## config.mk

```make
export PLATFORM = sky130hd
export DESIGN_NAME = popcount_frame_acc
export DESIGN_NICKNAME = d
export VERILOG_FILES = /design/src/rtl/popcount_frame_acc.sv
export SDC_FILE = /design/constraint.sdc
export NUM_CORES = 1
export LEC_CHECK = 0
export BUFFER_PORTS_ARGS = -buffer_cell sky130_fd_sc_hd__buf_2
export CAP_MARGIN = 20
export CORE_ASPECT_RATIO = 1.2
export CORE_MARGIN = 4
export CORE_UTILIZATION = 35
export CTS_BUF_LIST = sky130_fd_sc_hd__clkbuf_8
export DETAILED_ROUTE_END_ITERATION = 10
export PLACE_DENSITY = 0.53
export SLEW_MARGIN = 5
export SYNTH_ARGS = -nofsm -noshare
export SYNTH_HDL_FRONTEND = slang
export SYNTH_SLANG_ARGS = --single-unit
```

## constraint.sdc

```tcl
create_clock -name clk -period 1.95 [get_ports clk]
set_clock_uncertainty 0.1 [all_clocks]
set_input_delay 0 -clock clk [delete_from_list [all_inputs] [get_ports clk]]
set_output_delay 0 -clock clk [all_outputs]
set_load 0.1 [all_outputs]
```

## src/rtl/popcount_frame_acc.sv

```systemverilog
// Frame accumulator for 4-bit ones-count words: sums FRAME_LEN words and
// offers the total on a valid/ready port. Optional macro POPACC_RANGE_CHECK_EN.
module popcount_frame_acc #(
    parameter int FRAME_LEN = 16,
    parameter int ACC_W     = 8,
    parameter int WCNT_W    = $clog2(FRAME_LEN) + 1
) (
    input  logic              clk,
    input  logic              rst_n,
    input  logic              clear,
    input  logic              in_valid,
    output logic              in_ready,
    input  logic [3:0]        in_count,
    output logic              out_valid,
    input  logic              out_ready,
    output logic [ACC_W-1:0]  out_sum,
    output logic [WCNT_W-1:0] out_words,
    output logic              err
);

    typedef enum logic {
        ACCUM = 1'b0,
        HOLD  = 1'b1
    } state_t;

    localparam logic [WCNT_W-1:0] LAST_IDX    = WCNT_W'(FRAME_LEN - 1);
    localparam logic [WCNT_W-1:0] FRAME_WORDS = WCNT_W'(FRAME_LEN);

    state_t             state_reg, state_next;
    logic [ACC_W-1:0]   acc_reg, acc_next;
    logic [WCNT_W-1:0]  wcnt_reg, wcnt_next;
    logic               out_valid_reg, out_valid_next;
    logic [ACC_W-1:0]   out_sum_reg, out_sum_next;
    logic [WCNT_W-1:0]  out_words_reg, out_words_next;

    logic [3:0]         add_val;
    logic [ACC_W-1:0]   acc_sum;
    logic               accept;

    // clear blocks acceptance so a word arriving alongside it is dropped
    assign in_ready = (state_reg == ACCUM) && !clear;
    assign accept   = in_valid && in_ready;

`ifdef POPACC_RANGE_CHECK_EN
    logic err_reg, err_next;

    assign add_val = (in_count > 4'd9) ? 4'd9 : in_count;

    always_comb begin
        err_next = err_reg;
        if (clear) begin
            err_next = 1'b0;
        end else if (accept && (in_count > 4'd9)) begin
            err_next = 1'b1;
        end
    end

    always_ff @(posedge clk or negedge rst_n) begin
        if (!rst_n) begin
            err_reg <= 1'b0;
        end else begin
            err_reg <= err_next;
        end
    end

    assign err = err_reg;
`else
    assign add_val = in_count;
    assign err     = 1'b0;
`endif

    assign acc_sum = acc_reg + ACC_W'(add_val);

    always_comb begin
        state_next     = state_reg;
        acc_next       = acc_reg;
        wcnt_next      = wcnt_reg;
        out_valid_next = out_valid_reg;
        out_sum_next   = out_sum_reg;
        out_words_next = out_words_reg;

        if (clear) begin
            // abort restarts the frame but leaves the last reported total visible
            state_next     = ACCUM;
            acc_next       = '0;
            wcnt_next      = '0;
            out_valid_next = 1'b0;
        end else begin
            case (state_reg)
                ACCUM: begin
                    if (accept) begin
                        if (wcnt_reg == LAST_IDX) begin
                            out_sum_next   = acc_sum;
                            out_words_next = FRAME_WORDS;
                            out_valid_next = 1'b1;
                            acc_next       = '0;
                            wcnt_next      = '0;
                            state_next     = HOLD;
                        end else begin
                            acc_next  = acc_sum;
                            wcnt_next = wcnt_reg + WCNT_W'(1);
                        end
                    end
                end
                HOLD: begin
                    if (out_ready) begin
                        out_valid_next = 1'b0;
                        state_next     = ACCUM;
                    end
                end
                default: begin
                    state_next = ACCUM;
                end
            endcase
        end
    end

    always_ff @(posedge clk or negedge rst_n) begin
        if (!rst_n) begin
            state_reg     <= ACCUM;
            acc_reg       <= '0;
            wcnt_reg      <= '0;
            out_valid_reg <= 1'b0;
            out_sum_reg   <= '0;
            out_words_reg <= '0;
        end else begin
            state_reg     <= state_next;
            acc_reg       <= acc_next;
            wcnt_reg      <= wcnt_next;
            out_valid_reg <= out_valid_next;
            out_sum_reg   <= out_sum_next;
            out_words_reg <= out_words_next;
        end
    end

    assign out_valid = out_valid_reg;
    assign out_sum   = out_sum_reg;
    assign out_words = out_words_reg;

endmodule

```

==> out/summary.txt, run 1 <==
Clock Path Buffers: 2
Setup crit end kind: register
Antenna Nets Post-Route: 0
Half-perimeter wire length after placement: 2085 um
Startpoint Class: register
Final wirelength: 2764 um
GP Congestion: 0.8085
Core Box Area: 0.003603 mm^2
Final Hold Fails: 0
Fin Setup TNS: 0 ns
Number of global-route vias before repair: 977
Ports: 25
Die Height: 74.80 um
Initial Util: 0.3611
WHS: 0.09607 ns
WL met3: 80 um
Fraction of layout cells with a size suffix above 1: 0.2532
Max layer used: met4
Avg Cell Area, Syn: 10.33 um^2
Routed wl met2: 1395 um
M1 WL: 1221 um
CTS Root Cell: clkbuf_8
Clock Pin Slew Worst Setup and Hold Paths: 0.09 ns
Number of port buffers: 19
CP arrival: 1.90 ns
Netlist cell types: 42
Vias per inst: 5.295
Fin crit period: 1.841 ns
Power Dens Cells: 810.8 mW/mm^2
1st-pass router iterations: 4
DRC: 0
Total global-route track usage: 0.1238
Worst min-delay path class: in2reg
WL/cell: 14.32 um
First-pass GRT wire length: 4595 um
Number of DRC markers in iteration 0: 41
Layout Nets: 170
CTS H-Tree Depth: 1
Final setup violation count: 0
Register area share after synthesis: 0.4615
Clock Latency Late Sink: 0.27 ns
F_max: 0.5431 GHz
Yosys warnings: 0
RSZ-0062 raised after global routing: false
Initial antenna violation count: 0
Largest net degree at the start of global routing: 25
Row count: 24
Syn Inst Count: 126
Die Area: 0.004761 mm^2
Req. time, crit path: 2.01 ns
Num CTS Buffers: 3
Post-synthesis cell area: 0.001301 mm^2
Grt ovf: 0
CP max FO: 3
# Post-CTS Setup Buffers: 0
Antenna Cells: 0
LEAKAGE: 0.0008167 uW
Crit Path Class: reg2reg
Status: finished, final reports clean
Slew at the pin with the worst max-slew slack: 0.5664 ns
Clk sinks: 24
Final Cycle Share: 0.9442
Power, Total: 1267 uW
Via count: 1022
VDD IR max: 0.2086 mV
CTS tree: yes
Max-cap viol count: 0
P&R area growth vs syn: 20.10%
Die width: 63.66 um
Max_slew headroom: 0.6224
Layout fillers: 358
Seq cells post-synth: 24
Max Slew Vio Count: 0
stage by stage:
step                        util  setup slack (ns)  area [um^2]  instances
after floorplan                -           0.08658         1316        130
after global placement    0.3965           0.03278         1429        184
after detailed placement  0.3965           0.02728         1429        184
after CTS                 0.4302         0.0008697         1550        193
after global routing      0.4337           0.02965         1563        193
final                     0.4337            0.1088         1563        193
kinds of logic after synthesis:
kind of cell    share of synthesized area
buf+inv                           0.05576
fa+ha+maj                         0.06346
mux                              0.008653
compound gates                     0.1837
xor+xnor                          0.04039
flops                              0.4615
simple gates                       0.1837
other cells                      0.002882
worst paths after layout:
kind,from,endpoint,cells past startpoint,slack (ns)
setup reg to reg,acc_reg[0],acc_reg[6],6,0.11
hold reg to reg,out_words[4],out_words[4],1,0.37
max in group asynchronous,rst_n,out_sum[3],2,1.23
hold / removal,in_count[1],out_sum[1],4,0.1
min in group asynchronous,rst_n,out_sum[4],2,0.14
setup / recovery,acc_reg[0],acc_reg[6],6,0.11
routing by layer:
metal | GRT usage | vias to the layer above
met1 | 0.1512 | 509
met2 | 0.2123 | 13
met3 | 0.02239 | 7
li1 | - | 493
met4 | 0.06235 | 0
met5 | 0 | -
repair_timing:
| action | in CTS | in global routing |
|---|---|---|
| endpoints found under the hold margin | 30 | 0 |
| hold buffers | 5 | 0 |
| setup endpoints to repair | 0 | 5 |
| resized for setup | 0 | 4 |
cell usage after synthesis:
library cell	count	area share
nand2_1	17	0.049
a211o_1	1	0.0067
a21oi_1	7	0.027
o2111ai_1	1	0.0067
or3_1	1	0.0048
nor2b_1	2	0.0096
xor2_1	3	0.020
mux2_2	1	0.0087
and3_1	3	0.014
nand2b_4	1	0.011
buf_6	2	0.017
buf_4	5	0.029
a32o_1	1	0.0077
buf_2	1	0.0038
clkbuf_1	1	0.0029
ha_1	5	0.048
o21bai_1	1	0.0058
or2_4	1	0.0067
or3b_4	1	0.0087
a221o_1	1	0.0077
a41oi_1	1	0.0067
fa_1	1	0.015
nand4b_4	1	0.018
nor3b_1	1	0.0058
nor2_1	7	0.020
o21a_1	1	0.0058
conb_1	1	0.0029
o31a_1	1	0.0067
a21boi_0	1	0.0058
o21ai_0	7	0.027
o21ai_1	3	0.012
a211oi_1	1	0.0058
nor3_1	1	0.0038
nand2b_1	5	0.024
a22o_1	3	0.020
a31o_2	1	0.0067
nand3_1	2	0.0077
o221a_2	1	0.0087
inv_1	1	0.0029
a21o_1	3	0.017
dfrtp_1	24	0.46
xnor2_1	3	0.020
power by group:
group	leakage, uW	total (uW)	internal [uW]	switching [uW]
logic	0.000454	273	89.0	184
registers	0.000327	547	522	25.9
clock network	0.0000357	446	275	171
total	0.000817	1270	885	382
worst max-delay path, stage by stage, from the launching register on:
cell and delay, ns:
dfrtp_1 0.39, ha_2 0.19, fa_2 0.35, a211o_1 0.30
o2111ai_1 0.10, xor2_1 0.20, o21ai_0 0.09
final cells by class:
| type | count | area [um^2] | area share |
|---|---|---|---|
| Sequential cell | 24 | 600.6 | 0.3843 |
| Tap cell | 39 | 48.80 | 0.03122 |
| Timing Repair Buffer | 29 | 182.7 | 0.1169 |
| Inverter | 1 | 3.754 | 0.002402 |
| Clock buffer | 3 | 41.29 | 0.02642 |
| Multi-Input combinational cell | 96 | 655.6 | 0.4195 |
| Clock inverter | 1 | 30.03 | 0.01922 |
cell usage in the layout (no fill, tap or decap), types with 2 or more instances in the layout:
cell	count
a21oi_1	6
o21ai_1	3
ha_1	4
nor2b_1	2
dlygate4sd3_1	5
o21ai_0	7
a21o_1	3
nand2b_1	5
nor2_1	7
buf_2	19
buf_4	5
nand3_1	2
a22o_1	3
xnor2_1	3
xor2_1	3
conb_1	5
dfrtp_1	24
clkbuf_8	3
and3_1	3
nand2_1	17
No activity file was read; power rests on OpenSTA's default activity.
==> inputs of run 2 (changes only) <==
==> constraint.sdc (replaced) <==
create_clock -name clk -period 1.95 [get_ports clk]
set_clock_uncertainty 0.1 [all_clocks]
set_input_delay 0.195 -clock clk [delete_from_list [all_inputs] [get_ports clk]]
set_output_delay 0.195 -clock clk [all_outputs]
set_load 0.1 [all_outputs]
==> run 2 against run 1 <==
Power fell by 8.4%. Wire length decreased by 4.1%. Worst setup slack better by 0.011 ns. Final cell count shrank 0.52%. Core utilization is 0.87 points lower. Combinational power is essentially flat. Maximum frequency up 0.60%. Via count is 3.2% lower. Highest routed layer unchanged.
==> out/summary.txt, run 2 (synthesis gave the netlist of run 1 again) <==
Status: finished, final reports clean
CTS H-Tree Depth: 1
Row count: 24
Startpoint Class: register
GP Congestion: 0.8101
Setup crit end kind: register
Max_slew headroom: 0.6342
DRC: 0
WL/cell: 13.81 um
Clock Pin Slew Worst Setup and Hold Paths: 0.09 ns
P&R area growth vs syn: 17.69%
Initial antenna violation count: 0
Die Height: 74.80 um
Clk sinks: 24
Vias per inst: 5.151
CP max stage cell: dfrtp_1
Number of DRC markers in iteration 0: 53
Fraction of layout cells with a size suffix above 1: 0.2810
Layout Nets: 169
Crit Path Class: reg2reg
Antenna Nets Post-Route: 0
Worst min-delay path class: in2reg
Seq. cell area: 600.6 um^2
Multi-input gate area: 658.1 um^2
RSZ-0062 raised after global routing: true
Max-cap viol count: 0
Power Dens Cells: 757.7 mW/mm^2
Final setup violation count: 0
Via count: 989
Clock Latency Late Sink: 0.26 ns
Commonest cells after routing, fill and taps aside: dfrtp_1, buf_2, nand2_1
Reg-to-reg endpoint: out_sum[6]
Worst path cell trace: ha_2 > fa_2 > a211o_1 > o2111ai_1 > xor2_1 > o21ai_1
Antenna Cells: 0
Worst r2r src: acc_reg[0]
Max Slew Vio Count: 0
Grt ovf: 0
Fin crit period: 1.830 ns
Final Hold Fails: 0
Req. time, crit path: 2.01 ns
CP arrival: 1.89 ns
Half-perimeter wire length after placement: 2065 um
Num CTS Buffers: 3
Max stage delay on crit path: 0.39 ns
1st-pass router iterations: 4
WHS: 0.02999 ns
CTS tree: yes
Largest net degree at the start of global routing: 25
Layout fillers: 360
LEAKAGE: 0.0008096 uW
CP max FO: 3
Core Box Area: 0.003603 mm^2
Worst R2R Setup Slack: 0.12 ns
Total global-route track usage: 0.1173
Die Area: 0.004761 mm^2
Number of port buffers: 19
Die width: 63.66 um
Min-Delay Path Depth: 2
Worst Reg-to-Reg Cells: 6
Final Cycle Share: 0.9386
Final core utilization: 0.4250
Slew at the pin with the worst max-slew slack: 0.5488 ns
Final wirelength: 2651 um
Initial Util: 0.3611
Ports: 25
Clock Path Buffers: 2
Number of global-route vias before repair: 984
First-pass GRT wire length: 4395 um
Worst hold endpoint: state_reg
Critical path buffers and inverters: 0
Most common cell after layout, fill and taps aside: dfrtp_1
Hold path start: out_ready
CTS Root Cell: clkbuf_8
VDD IR max: 0.1978 mV
CP top delay family: adder cells
F_max: 0.5464 GHz
==> run 2: area by class of cell <==
class / count / share of cell area
clock buffer: 4 / 0.03595
inverter: 1 / 0.002451
multi-input combinational: 96 / 0.4297
sequential: 24 / 0.3922
tap: 39 / 0.03186
timing repair buffer: 28 / 0.1078
==> run 2: how the worst max path moves through the flow <==
stage | from | to | slack, ns | cells past startpoint
2_1_floorplan | acc_reg[0] | acc_reg[6] | 0.09 | 6
3_3_place_gp | acc_reg[0] | acc_reg[6] | 0.04 | 6
3_5_place_dp | acc_reg[0] | out_sum[4] | -0.004 | 6
4_1_cts | acc_reg[0] | acc_reg[6] | 0.05 | 6
5_1_grt | acc_reg[0] | out_sum[6] | -0.01 | 6
6_report | acc_reg[0] | out_sum[6] | 0.12 | 6
==> run 2: what timing repair did <==
item                                    4_1_cts  5_1_grt
hold buffers                                  1        0
endpoints found under the setup margin        2        3
resized for setup                             2        3
endpoints found under the hold margin        24        0
pin swaps                                     1        1
buffers inserted                              0        1
==> run 2: through the flow <==
stage                       TNS, ns  power [uW]  setup WS, ns  std cells  instance area (um^2)
after floorplan                   0       761.8       0.08658        130                  1319
after global placement            0       820.6       0.04195        186                  1446
after detailed placement  -0.003538       824.3     -0.003538        186                  1446
after CTS                         0        1171       0.04568        191                  1518
after global routing       -0.01618        1212     -0.009575        192                  1531
final                             0        1160        0.1198        192                  1531
==> run 2: worst register-to-register path, cell delays in order, from the launching register on <==
cell,delay (ns)
dfrtp_1,0.39
ha_2,0.19
fa_2,0.36
a211o_1,0.30
o2111ai_1,0.10
xor2_1,0.21
o21ai_1,0.08
==> run 2: routing by layer <==
layer	track usage	vias up	share of wire	routed length (um)
met5	0	-	0	0
met2	0.2077	12	0.52	1382
li1	-	490	-	-
met1	0.1386	485	0.44	1169
met3	0.02090	2	0.032	84
met4	0.05755	0	0.0053	14
==> run 2: power by group <==
group          switching [uW]  internal (uW)
logic                     183           90.4
clock network             159            180
registers                25.6            522
total                     368            792
==> inputs of run 3 (changes only) <==
==> constraint.sdc (replaced) <==
create_clock -name clk -period 1.95 [get_ports clk]
set_clock_uncertainty 0.1 [all_clocks]
set_input_delay 0.4875 -clock clk [delete_from_list [all_inputs] [get_ports clk]]
set_output_delay 0.4875 -clock clk [all_outputs]
set_load 0.1 [all_outputs]
==> run 3 against run 2 <==
Power grew 1.7%. Non-clock buffer count increased by 5. Maximum frequency decreased by 4.0%. Clock power is essentially flat. Count of clock-buffer cells in the layout is the same. Die area stayed put. Global-route usage is 0.35 points higher. Critical path depth did not move. Flip-flop and latch count stayed put. Critical path type unchanged. Highest routed layer unchanged.
==> out/summary.txt, run 3 (synthesis gave the netlist of run 1 again) <==
Total global-route track usage: 0.1208
Commonest cells after routing, fill and taps aside: dfrtp_1, buf_2, nand2_1
CTS Root Cell: clkbuf_8
Vias per inst: 5.183
Power Dens Cells: 742.4 mW/mm^2
Worst r2r src: acc_reg[0]
Status: finished, final reports clean
CP max FO: 3
Largest net degree at the start of global routing: 25
CP arrival: 1.95 ns
First-pass GRT wire length: 4560 um
M1 WL: 1188 um
Antenna Cells: 0
CTS H-Tree Depth: 1
Startpoint Class: register
Number of DRC markers in iteration 0: 36
Sequential fraction of design power: 0.465
Number of port buffers: 19
Fin crit period: 1.907 ns
Die width: 63.66 um
Ports: 25
Row count: 24
Max-cap viol count: 0
Placed insts: 191
Die Area: 0.004761 mm^2
LEAKAGE: 0.0008350 uW
Most common cell after layout, fill and taps aside: dfrtp_1
Routed wl met2: 1405 um
Crit Path Class: reg2reg
Max Slew Vio Count: 0
WL/cell: 13.78 um
Sw power: 372.5 uW
Final setup violation count: 0
Antenna Nets Post-Route: 0
Clock Path Buffers: 2
CTS tree: yes
Clock Pin Slew Worst Setup and Hold Paths: 0.09 ns
Via count: 1021
Grt ovf: 0
Clock share of power: 0.285
1st-pass router iterations: 4
Number of global-route vias before repair: 985
Initial antenna violation count: 0
Num CTS Buffers: 3
GP Congestion: 0.7785
Layout fillers: 353
Sw frac: 0.3155
RSZ-0062 raised after global routing: true
VDD IR max: 0.2384 mV
Comb power frac: 0.250
Placed Area: 0.001501 mm^2
Final wirelength: 2714 um
Final instance area: 0.001590 mm^2
Fin Setup TNS: 0 ns
F_max: 0.5245 GHz
Die Height: 74.80 um
Initial Util: 0.3611
Clk sinks: 24
Fraction of layout cells with a size suffix above 1: 0.3038
Final Cycle Share: 0.9778
Final Hold Fails: 0
Core Box Area: 0.003603 mm^2
Worst min-delay path class: in2async
WL met3: 92 um
Clock Latency Late Sink: 0.26 ns
Setup crit end kind: register
DRC: 0
Final instance count without filler cells: 197
P_int: 808.1 uW
Max_slew headroom: 0.6363
Max layer used: met4
P&R area growth vs syn: 22.21%
Req. time, crit path: 2.00 ns
Slew at the pin with the worst max-slew slack: 0.5456 ns
Half-perimeter wire length after placement: 2085 um
Crit. Startpoint: acc_reg[0]
Power, Total: 1181 uW
Layout Nets: 174
run 3: cell types whose count changed in the layout (fill, tap and decap cells not counted), sizes merged:
cell and delta:
buf +6, dlygate4sd3 -1
run 3: timing repair:
item                                    4_1_cts  5_1_grt
hold endpoints to repair                      0        0
gates resized for setup                       0        4
buffers inserted                              0        2
endpoints found under the setup margin        0        3
hold buffers                                  0        0
run 3: power by group through the flow:
stage                     Clock (uW)  Sequential, uW  Combinational, uW
after floorplan                    0             588                175
after global placement             0             556                282
after detailed placement           0             558                288
after CTS                        352             548                288
after global routing             370             554                325
final                            337             549                295
run 3: path summary, 6_finish.rpt:
kind / to / slack (ns) / cells after the start
worst max-delay path: out_sum[6] / 0.04 / 6
worst min-delay path: wcnt_reg[1] / 0.1 / 1
worst max register to register: out_sum[6] / 0.04 / 6
worst min register to register: out_words[4] / 0.37 / 1
max in group asynchronous: acc_reg[2] / 1.29 / 1
min in group clk: state_reg / 0.32 / 2
run 3: per-layer routing:
metal / vias to the layer above / GRT usage
met5: - / 0
met4: 0 / 0.02878
met3: 4 / 0.02090
met2: 20 / 0.2169
met1: 500 / 0.1526
li1: 497 / -
run 3: worst max-delay path, stage by stage (launching register included):
cell and delay (ns):
dfrtp_1 0.41, ha_4 0.18, fa_2 0.39, a211o_1 0.29
o2111ai_2 0.10, xor2_1 0.22, o21ai_1 0.10
run 3: metrics by stage:
step	util	hold WS [ns]	setup WS, ns
2_1_floorplan	-	0.09191	-0.04147
3_3_place_gp	0.4167	0.3485	-0.1409
3_5_place_dp	0.4167	0.3509	-0.1547
4_1_cts	0.4319	0.1230	0.04325
5_1_grt	0.4413	0.1415	-0.05779
6_report	0.4413	0.09758	0.04333
run 3: final cells by class:
| cell class | count | area (um^2) | share of cell area |
|---|---|---|---|
| clock buffers | 4 | 55.05 | 0.03462 |
| inverters | 1 | 3.754 | 0.002360 |
| multi-input cells | 96 | 666.9 | 0.4194 |
| flip-flops and latches | 24 | 600.6 | 0.3777 |
| well taps | 39 | 48.80 | 0.03068 |
| repair buffers | 33 | 215.2 | 0.1353 |
